==> config.mk <==
export PLATFORM = sky130hd
export DESIGN_NAME = fetch_unit
export DESIGN_NICKNAME = d
export VERILOG_FILES = /design/src/rtl/rv_pkg.sv /design/src/rtl/fetch_queue.sv /design/src/rtl/fetch_unit.sv
export SDC_FILE = /design/constraint.sdc
export NUM_CORES = 1
export LEC_CHECK = 0
export CAP_MARGIN = 20
export CORE_UTILIZATION = 35
export CTS_CLUSTER_SIZE = 25
export DETAILED_ROUTE_END_ITERATION = 10
export PLACE_DENSITY = 0.64
export RECOVER_POWER = 25
export SYNTH_ARGS = -nofsm -noshare
export SYNTH_HDL_FRONTEND = slang
export SYNTH_SLANG_ARGS = --single-unit
==> constraint.sdc <==
create_clock -name clk -period 11.1 [get_ports clk]
set_clock_uncertainty 0.15 [all_clocks]
set_input_delay 1.665 -clock clk [delete_from_list [all_inputs] [get_ports clk]]
set_output_delay 1.665 -clock clk [all_outputs]
set_load 0.02 [all_outputs]
==> src/rtl/rv_pkg.sv <==
// Shared RV front-end definitions: data width, NOP encoding, fetch queue entry.
package rv_pkg;

  localparam int unsigned XLEN = 32;

  localparam logic [XLEN-1:0] NOP_INSTR        = 32'h0000_0013;
  localparam logic [XLEN-1:0] DEFAULT_RESET_PC = 32'h0000_0000;

  typedef struct packed {
    logic [XLEN-1:0] instr;
    logic [XLEN-1:0] pc;
  } fetch_entry_t;

  // Clear the two byte-offset bits so an address always names a whole word.
  function automatic logic [XLEN-1:0] word_align(input logic [XLEN-1:0] addr);
    return addr & ~XLEN'(3);
  endfunction

endpackage

==> src/rtl/fetch_queue.sv <==
// Flushable first-word-fall-through FIFO of fetch entries; flush wins over push/pop.
module fetch_queue
  import rv_pkg::*;
#(
  parameter int unsigned DEPTH = 4
) (
  input  logic                     clk,
  input  logic                     rst_n,
  input  logic                     push,
  input  fetch_entry_t             din,
  input  logic                     pop,
  input  logic                     flush,
  output fetch_entry_t             head,
  output logic [$clog2(DEPTH):0]   count,
  output logic                     empty,
  output logic                     full
);

  localparam int unsigned AW = $clog2(DEPTH);
  localparam int unsigned CW = AW + 1;
  localparam logic [AW-1:0] PTR_MASK = AW'(DEPTH - 1);

  fetch_entry_t   mem [DEPTH];
  logic [AW-1:0]  wr_ptr;
  logic [AW-1:0]  rd_ptr;
  logic           do_push;
  logic           do_pop;

  assign empty   = (count == '0);
  assign full    = (count == CW'(DEPTH));
  assign do_pop  = pop && !empty;
  assign do_push = push && (!full || do_pop);
  assign head    = mem[rd_ptr];

  // Pointer and occupancy bookkeeping; pointers wrap by power-of-two masking.
  always_ff @(posedge clk or negedge rst_n) begin
    if (!rst_n) begin
      wr_ptr <= '0;
      rd_ptr <= '0;
      count  <= '0;
    end else if (flush) begin
      wr_ptr <= '0;
      rd_ptr <= '0;
      count  <= '0;
    end else begin
      if (do_push) wr_ptr <= (wr_ptr + AW'(1)) & PTR_MASK;
      if (do_pop)  rd_ptr <= (rd_ptr + AW'(1)) & PTR_MASK;
      count <= count + CW'(do_push) - CW'(do_pop);
    end
  end

  // Entry storage; contents are don't-care until written.
  always_ff @(posedge clk) begin
    if (do_push && !flush) mem[wr_ptr] <= din;
  end

endmodule

==> src/rtl/fetch_unit.sv <==
// Instruction fetch stage: PC generation, credit-limited imem requests,
// wrong-path squashing on redirect, and queued delivery to IF/ID.
// Optional macro FETCH_PERF_CNT_EN adds the perf_bubble_cnt output.
module fetch_unit
  import rv_pkg::*;
#(
  parameter logic [XLEN-1:0] RESET_PC    = DEFAULT_RESET_PC,
  parameter int unsigned     QUEUE_DEPTH = 4
) (
  input  logic             clk,
  input  logic             rst_n,
  output logic             imem_req_valid,
  input  logic             imem_req_ready,
  output logic [XLEN-1:0]  imem_req_addr,
  input  logic             imem_resp_valid,
  input  logic [XLEN-1:0]  imem_resp_data,
  input  logic             redirect_valid,
  input  logic [XLEN-1:0]  redirect_pc,
  input  logic             stall,
  output logic             id_valid,
  output logic [XLEN-1:0]  id_instr,
  output logic [XLEN-1:0]  id_pc,
  output logic [XLEN-1:0]  id_pc_plus4
`ifdef FETCH_PERF_CNT_EN
  ,
  output logic [31:0]      perf_bubble_cnt
`endif
);

  localparam int unsigned AW = $clog2(QUEUE_DEPTH);
  localparam int unsigned OW = AW + 1;
  localparam int unsigned SW = AW + 2;

  logic [XLEN-1:0] fetch_pc;
  logic [XLEN-1:0] resp_pc;
  logic [OW-1:0]   outstanding;
  logic [OW-1:0]   drop_cnt;

  fetch_entry_t    q_head;
  fetch_entry_t    q_din;
  logic [OW-1:0]   q_count;
  logic            q_empty;
  logic            q_full;

  logic            pop;
  logic            req_fire;
  logic            resp_drop;
  logic            resp_keep;
  logic            push;
  logic [SW-1:0]   credit_used;

  assign pop         = !q_empty && !stall;
  assign credit_used = SW'(outstanding) + SW'(q_count) - SW'(pop);

  // Requests are held off in reset, on redirect, and when all queue slots are spoken for.
  assign imem_req_valid = rst_n && !redirect_valid && (credit_used < SW'(QUEUE_DEPTH));
  assign imem_req_addr  = word_align(fetch_pc);
  assign req_fire       = imem_req_valid && imem_req_ready;

  assign resp_drop = (drop_cnt != '0);
  assign resp_keep = imem_resp_valid && !resp_drop && !redirect_valid;
  assign push      = resp_keep && (!q_full || pop);
  assign q_din     = '{instr: imem_resp_data, pc: resp_pc};

  // PC, in-flight and squash bookkeeping; redirect overrides everything else.
  always_ff @(posedge clk or negedge rst_n) begin
    if (!rst_n) begin
      fetch_pc    <= word_align(RESET_PC);
      resp_pc     <= word_align(RESET_PC);
      outstanding <= '0;
      drop_cnt    <= '0;
    end else if (redirect_valid) begin
      fetch_pc    <= word_align(redirect_pc);
      resp_pc     <= word_align(redirect_pc);
      outstanding <= outstanding - OW'(imem_resp_valid);
      drop_cnt    <= outstanding - OW'(imem_resp_valid);
    end else begin
      if (req_fire) fetch_pc <= fetch_pc + XLEN'(4);
      if (push)     resp_pc  <= resp_pc + XLEN'(4);
      outstanding <= outstanding + OW'(req_fire) - OW'(imem_resp_valid);
      if (imem_resp_valid && resp_drop) drop_cnt <= drop_cnt - OW'(1);
    end
  end

  fetch_queue #(
    .DEPTH (QUEUE_DEPTH)
  ) u_queue (
    .clk   (clk),
    .rst_n (rst_n),
    .push  (push),
    .din   (q_din),
    .pop   (pop),
    .flush (redirect_valid),
    .head  (q_head),
    .count (q_count),
    .empty (q_empty),
    .full  (q_full)
  );

  // An empty queue presents a NOP at the PC the next kept response will carry.
  assign id_valid    = !q_empty;
  assign id_instr    = q_empty ? NOP_INSTR : q_head.instr;
  assign id_pc       = q_empty ? resp_pc : q_head.pc;
  assign id_pc_plus4 = id_pc + XLEN'(4);

`ifdef FETCH_PERF_CNT_EN
  // Saturating count of cycles where decode could accept but nothing is ready.
  always_ff @(posedge clk or negedge rst_n) begin
    if (!rst_n) begin
      perf_bubble_cnt <= '0;
    end else if (!id_valid && !stall && (perf_bubble_cnt != 32'hFFFF_FFFF)) begin
      perf_bubble_cnt <= perf_bubble_cnt + 32'd1;
    end
  end
`endif

endmodule

* Yosys cells after proc, flatten, opt, wreduce, memory -nomap -nowiden *
Memories as Yosys holds them, arrays and structs flattened.
Cells that the tools add are included.

storage, ports and cells
  logic and storage cells = 64
  input port bits = 70
  ROM bits = 0
  memories = 1
  output and inout bits = 130
  latch bits = 0
  memory bits (writable) = 256
  register bits after elaboration = 77

memories
  memory       depth  bits a word  rd ports  clocked after Yosys merged registers in  write ports  RTL line           RTL
  u_queue.mem  4      64           1         0                                        1            fetch_queue.sv:23  fetch_entry_t mem [DEPTH];

cells by class
  $add $sub $neg = 13
  equality and inequality tests = 1
  magnitude comparators = 1
  reduce and logical (&&, ||, !) cells = 25
  multipliers = 0
  bitwise operators = 0
  multiplexer cells = 16
  shifts and indexed selects = 0
  div/mod/pow operators = 0

operator list
  cell                   count
  $mux 32                6
  $add 32x3->32 const B  3
  $mux 3                 4
  $logic_and 1x1->1      11
  $reduce_bool 2->1      5
  $sub 3x1->3            3
  $mux 2                 4
  $add 3x1->3            2
  $logic_not 1->1        5
  $add 2x1->2 const B    2
  $add 3x3->4            1
  $lt 4x3->1 const B     1
  $sub 4x1->4            1
  $eq 3x3->1 const B     1
  $logic_not 3->1        1
  $reduce_bool 3->1      1
  $sub 3x1->3 const B    1
  $logic_or 1x1->1       2
  $mux 1                 2

* Depth between registers and ports, before layout *
  depth in word-level cells = 10
  depth in mapped cells = 18

* Hierarchy *
From an unflattened synthesis, not the netlist that was laid out.

second synthesis, totals
  cells, all modules = 1025
  area, all modules = 15185.8 sq um

by module, submodules not included
  module       area each (sq um)  instances  cells each  seq. area each (sq um)
  fetch_queue  9673.0             1          380         7862.5
  fetch_unit   5512.8             1          645         1651.6

* Worst setup path before layout *
No wires, ideal clock.

  path type = register -> output
  start = register u_queue.count[1]
  end = output port id_pc_plus4[28]
  setup slack = 5.878 ns
  arrival = 3.407 ns
  stages on the path, launching flop included = 13
  path buffers = 3
  path through = dfrtp_1 > nor3_4 > inv_2 > buf_2 > clkbuf_1 > buf_1 > mux2i_1 > inv_1 > ha_1 > a21boi_0 > nand2_1 > nor4_2 > xor2_1

on the way
  longest elaborated chain between the ends = 3

RTL lines
  element                   RTL line           RTL
  start: declaration        fetch_queue.sv:14  output logic [$clog2(DEPTH):0] count,
  start signal: assignment  fetch_queue.sv:48  count <= count + CW'(do_push) - CW'(do_pop);
  $logic_not 3->1           fetch_queue.sv:29  assign empty = (count == '0);
  $mux 32                   fetch_unit.sv:103  assign id_pc = q_empty ? resp_pc : q_head.pc;
  via id_pc[2]              fetch_unit.sv:22   output logic [XLEN-1:0] id_pc,
  $add 32x3->32             fetch_unit.sv:104  assign id_pc_plus4 = id_pc + XLEN'(4);
  end: declaration          fetch_unit.sv:23   output logic [XLEN-1:0] id_pc_plus4

The timed path passes the listed nets, and every way through them passes these cells.

* Worst setup path after layout *
  start = register u_queue.rd_ptr[0]
  end = output port id_pc_plus4[28]

on the way
  longest elaborated chain between the ends = 3

RTL lines
  element                   RTL line           RTL
  start: declaration        fetch_queue.sv:25  logic [AW-1:0] rd_ptr;
  start signal: assignment  fetch_queue.sv:47  if (do_pop) rd_ptr <= (rd_ptr + AW'(1)) & PTR_MASK;
  $mem_v2 4x64              -
  $mux 32                   fetch_unit.sv:103
  $add 32x3->32             fetch_unit.sv:104

Every way passes these cells.

==> flow_metrics.tcl <==
set metrics [dict create \
    status "complete, but fails checks" \
    violations "DRC" \
    async_flop_share_pct 22.7 \
    ant_nets 0 \
    cts_setup_buffers 0 \
    fmax_ghz 0.143 \
    cpLargestDelayFamily "buffers and inverters" \
    power-per-cell-area_nw_per_um2 253 \
    yosys.cell_types.count 57 \
    cts_sinks 321 \
    final_cell_mix "edfxtp_1 (248), clkdlybuf4s50_1 (173), nand2_1 (156)" \
    n_antenna_cell 0 \
    min_period_ns 6.97 \
    grt_pass1_vias 9400 \
    required_ns 9.29 \
    endpoint_kind "primary output" \
    startpoint_type "register" \
    cts_resized 0 \
    ys.flop_type "edfxtp_1" \
    netlist_instances 1057 \
    peakVddDrop_v 0.000136 \
    grt_antenna_before_repair 0 \
    cts_hold_buf 0 \
    drt_iter0_markers 700 \
    critPathKind "reg -> out" \
    hold_class "reg -> reg" \
    grt_overflow 0 \
    cp_max_fo 46 \
    track_usage_pct 17.0 \
    path_cells "buf_4 -> mux4_1 -> mux2i_1 -> inv_1 -> ha_1 -> a21boi_0 -> nand2_1 -> nor4_2 -> xor2_1 -> clkdlybuf4s50_1" \
    clk_latency_ns 0.53 \
    drive_gt1_share_pct 10.8 \
    setup_violations 0 \
    finalCritPeriodShare_pct 62.8 \
    portBuffers 191 \
    seq_area_frac_synth_pct 63.3 \
    vias 9495 \
    leakage_nw 6.42 \
    h-tree-depth 2 \
    grt_max_degree 79 \
    holdPathStages 1 \
    start_util_pct 35.7 \
    ys_warn_count 0 \
    grt_pass1_wl_um 55000 \
    syn_area_um2 14700 \
    rsz0062_at_grt "false" \
    drc 16 \
    cp.depth 10 \
    hold_violations 0 \
    cp_slowest_cell "buf_4" \
    avgSynthCellArea_um2 13.9 \
    root_buffer "clkbuf_16" \
    area_delta_synth_final_pct 25.3 \
    synth_edf_count 248 \
    ys_ff_latch 321 \
    numCtsBuffers 37 \
    finalMaxSlewViolations 0 \
    cts_tree "yes" \
    die_h_um 207 \
    path_buf_inv 3 \
    fin_tns_setup_ns 0 \
    fp.dieArea_um2 42700 \
    core_area_um2 41000 \
    wl_per_cell_um 19.8 \
    worstMarginPinSlew_ns 1.03 \
    holdWs_ns 0.424 \
    critPathArrivalTime_ns 5.16 \
    drt_pre_antenna_iters 8 \
    drv_cap 0 \
    placementRows 74 \
    clkTransAtPathRegs_ns 0.05 \
    final_common_cell "edfxtp_1" \
    critPathMaxStageDelay_ns 0.79 \
    die_x_um 207 \
    clockBufferDepth 3 \
    r2r_cells 17 \
    final_net_count 1342 \
    io_pins 200 \
    dp_hpwl_um 22900 \
    via_per_inst 5.25 \
    maxSlewHeadroom_pct 31.1 \
    wl_um 35800 \
    gp_congestion 0.825 \
]
## path summary, 6_finish.rpt
check / start / to / slack [ns]
max: u_queue.rd_ptr[0]$_DFFE_PN0P_ / id_pc_plus4[28] / 4.13
min: u_queue.wr_ptr[0]$_DFFE_PN0P_ / u_queue.wr_ptr[0]$_DFFE_PN0P_ / 0.42
max reg2reg: u_queue.count[1]$_DFF_PN0_ / outstanding[2]$_DFF_PN0_ / 6.33
min reg2reg: u_queue.wr_ptr[0]$_DFFE_PN0P_ / u_queue.wr_ptr[0]$_DFFE_PN0P_ / 0.42
max in group asynchronous: rst_n / u_queue.rd_ptr[0]$_DFFE_PN0P_ / 8.22
min in group asynchronous: rst_n / fetch_pc[28]$_DFFE_PN0P_ / 1.15
## Yosys cell counts, types with 7 or more instances
library cell | count | area share, %
mux4_2 | 45 | 6.9
nand3_1 | 42 | 1.4
a21oi_1 | 7 | 0.24
xor2_1 | 33 | 2.0
a31oi_1 | 12 | 0.51
mux2i_1 | 7 | 0.48
xnor2_1 | 33 | 2.0
mux4_1 | 17 | 3.0
and2_1 | 41 | 1.8
clkbuf_1 | 28 | 0.72
nor3_1 | 16 | 0.55
and3_1 | 12 | 0.51
nand4_1 | 20 | 0.85
nand2_1 | 156 | 4.0
inv_1 | 33 | 0.85
buf_2 | 11 | 0.38
dfrtp_1 | 73 | 12
nor2_1 | 40 | 1.0
o21ai_0 | 66 | 2.3
buf_4 | 7 | 0.36
ha_1 | 20 | 1.7
edfxtp_1 | 248 | 51
o311ai_0 | 19 | 1.1
## kinds of logic (layout without fill, tap and decap cells)
family          after synthesis  in the layout  share of synthesized area (%)
xor+xnor                     66             66                           3.95
mux                          71             71                           10.6
compound gates              127            127                           5.48
flops                       321            321                           63.3
buf+inv                      89            304                           2.77
simple gates                360            360                           11.9
fa+ha+maj                    22             22                           1.98
other cells                   1              6                         0.0256
## worst reg2reg max path, cell delays in order, from the launching register on
cell and delay (ns):
dfrtp_1 0.47, nor3_4 0.21, buf_4 0.43, nor2_1 0.19, ha_1 0.22, inv_1 0.06, ha_1 0.21, and3b_1 0.18
nor4_2 0.52, o21a_1 0.55, nand2_1 0.13, ha_1 0.29, inv_1 0.04, ha_1 0.18, fa_1 0.39, xor2_1 0.17
o21ai_0 0.19, xnor2_1 0.14
## per-stage QoR
| step | util, % | total power, mW | cells | setup WS (ns) | area, um2 |
|---|---|---|---|---|---|
| after floorplan | - | 2.61 | 1062 | 5.88 | 14700 |
| after global placement | 41.6 | 3.40 | 1742 | 4.59 | 17100 |
| after detailed placement | 41.6 | 3.42 | 1742 | 4.57 | 17100 |
| after CTS | 44.8 | 4.71 | 1808 | 3.99 | 18400 |
| after global routing | 44.8 | 4.90 | 1809 | 3.79 | 18400 |
| final | 44.8 | 4.65 | 1809 | 4.13 | 18400 |
## report_power, final
group	leakage, nW	switching, mW	total (mW)	internal [mW]
clock	0.633	0.479	1.28	0.796
combinational	2.66	1.04	1.87	0.827
sequential	3.13	0.117	1.51	1.39
total	6.42	1.64	4.65	3.01
## cell type report
class	count	area, um2
Clock buffer	46	1020
Clock inverter	20	263
Fill cell	3709	22700
Inverter	34	128
Multi-Input combinational cell	652	5000
Sequential cell	321	9280
Tap cell	532	666
Timing Repair Buffer	204	2000
## registers in the layout (all words and copies together) (netlist names)
name	cells
u_queue.rd_ptr	2
outstanding	3
u_queue.mem	248
resp_pc	30
drop_cnt	3
fetch_pc	30
u_queue.count	3
u_queue.wr_ptr	2
## metal layers
layer	wire length [um]	GRT usage, %	share of wire (%)	up-vias
met5	0	0	0	-
met4	583	3.99	1.6	0
met3	3040	3.86	8.5	39
met2	16000	25.7	45	357
met1	16200	24.8	45	4740
li1	-	-	-	4359
Note: power is estimated with default switching activity, not from simulation.
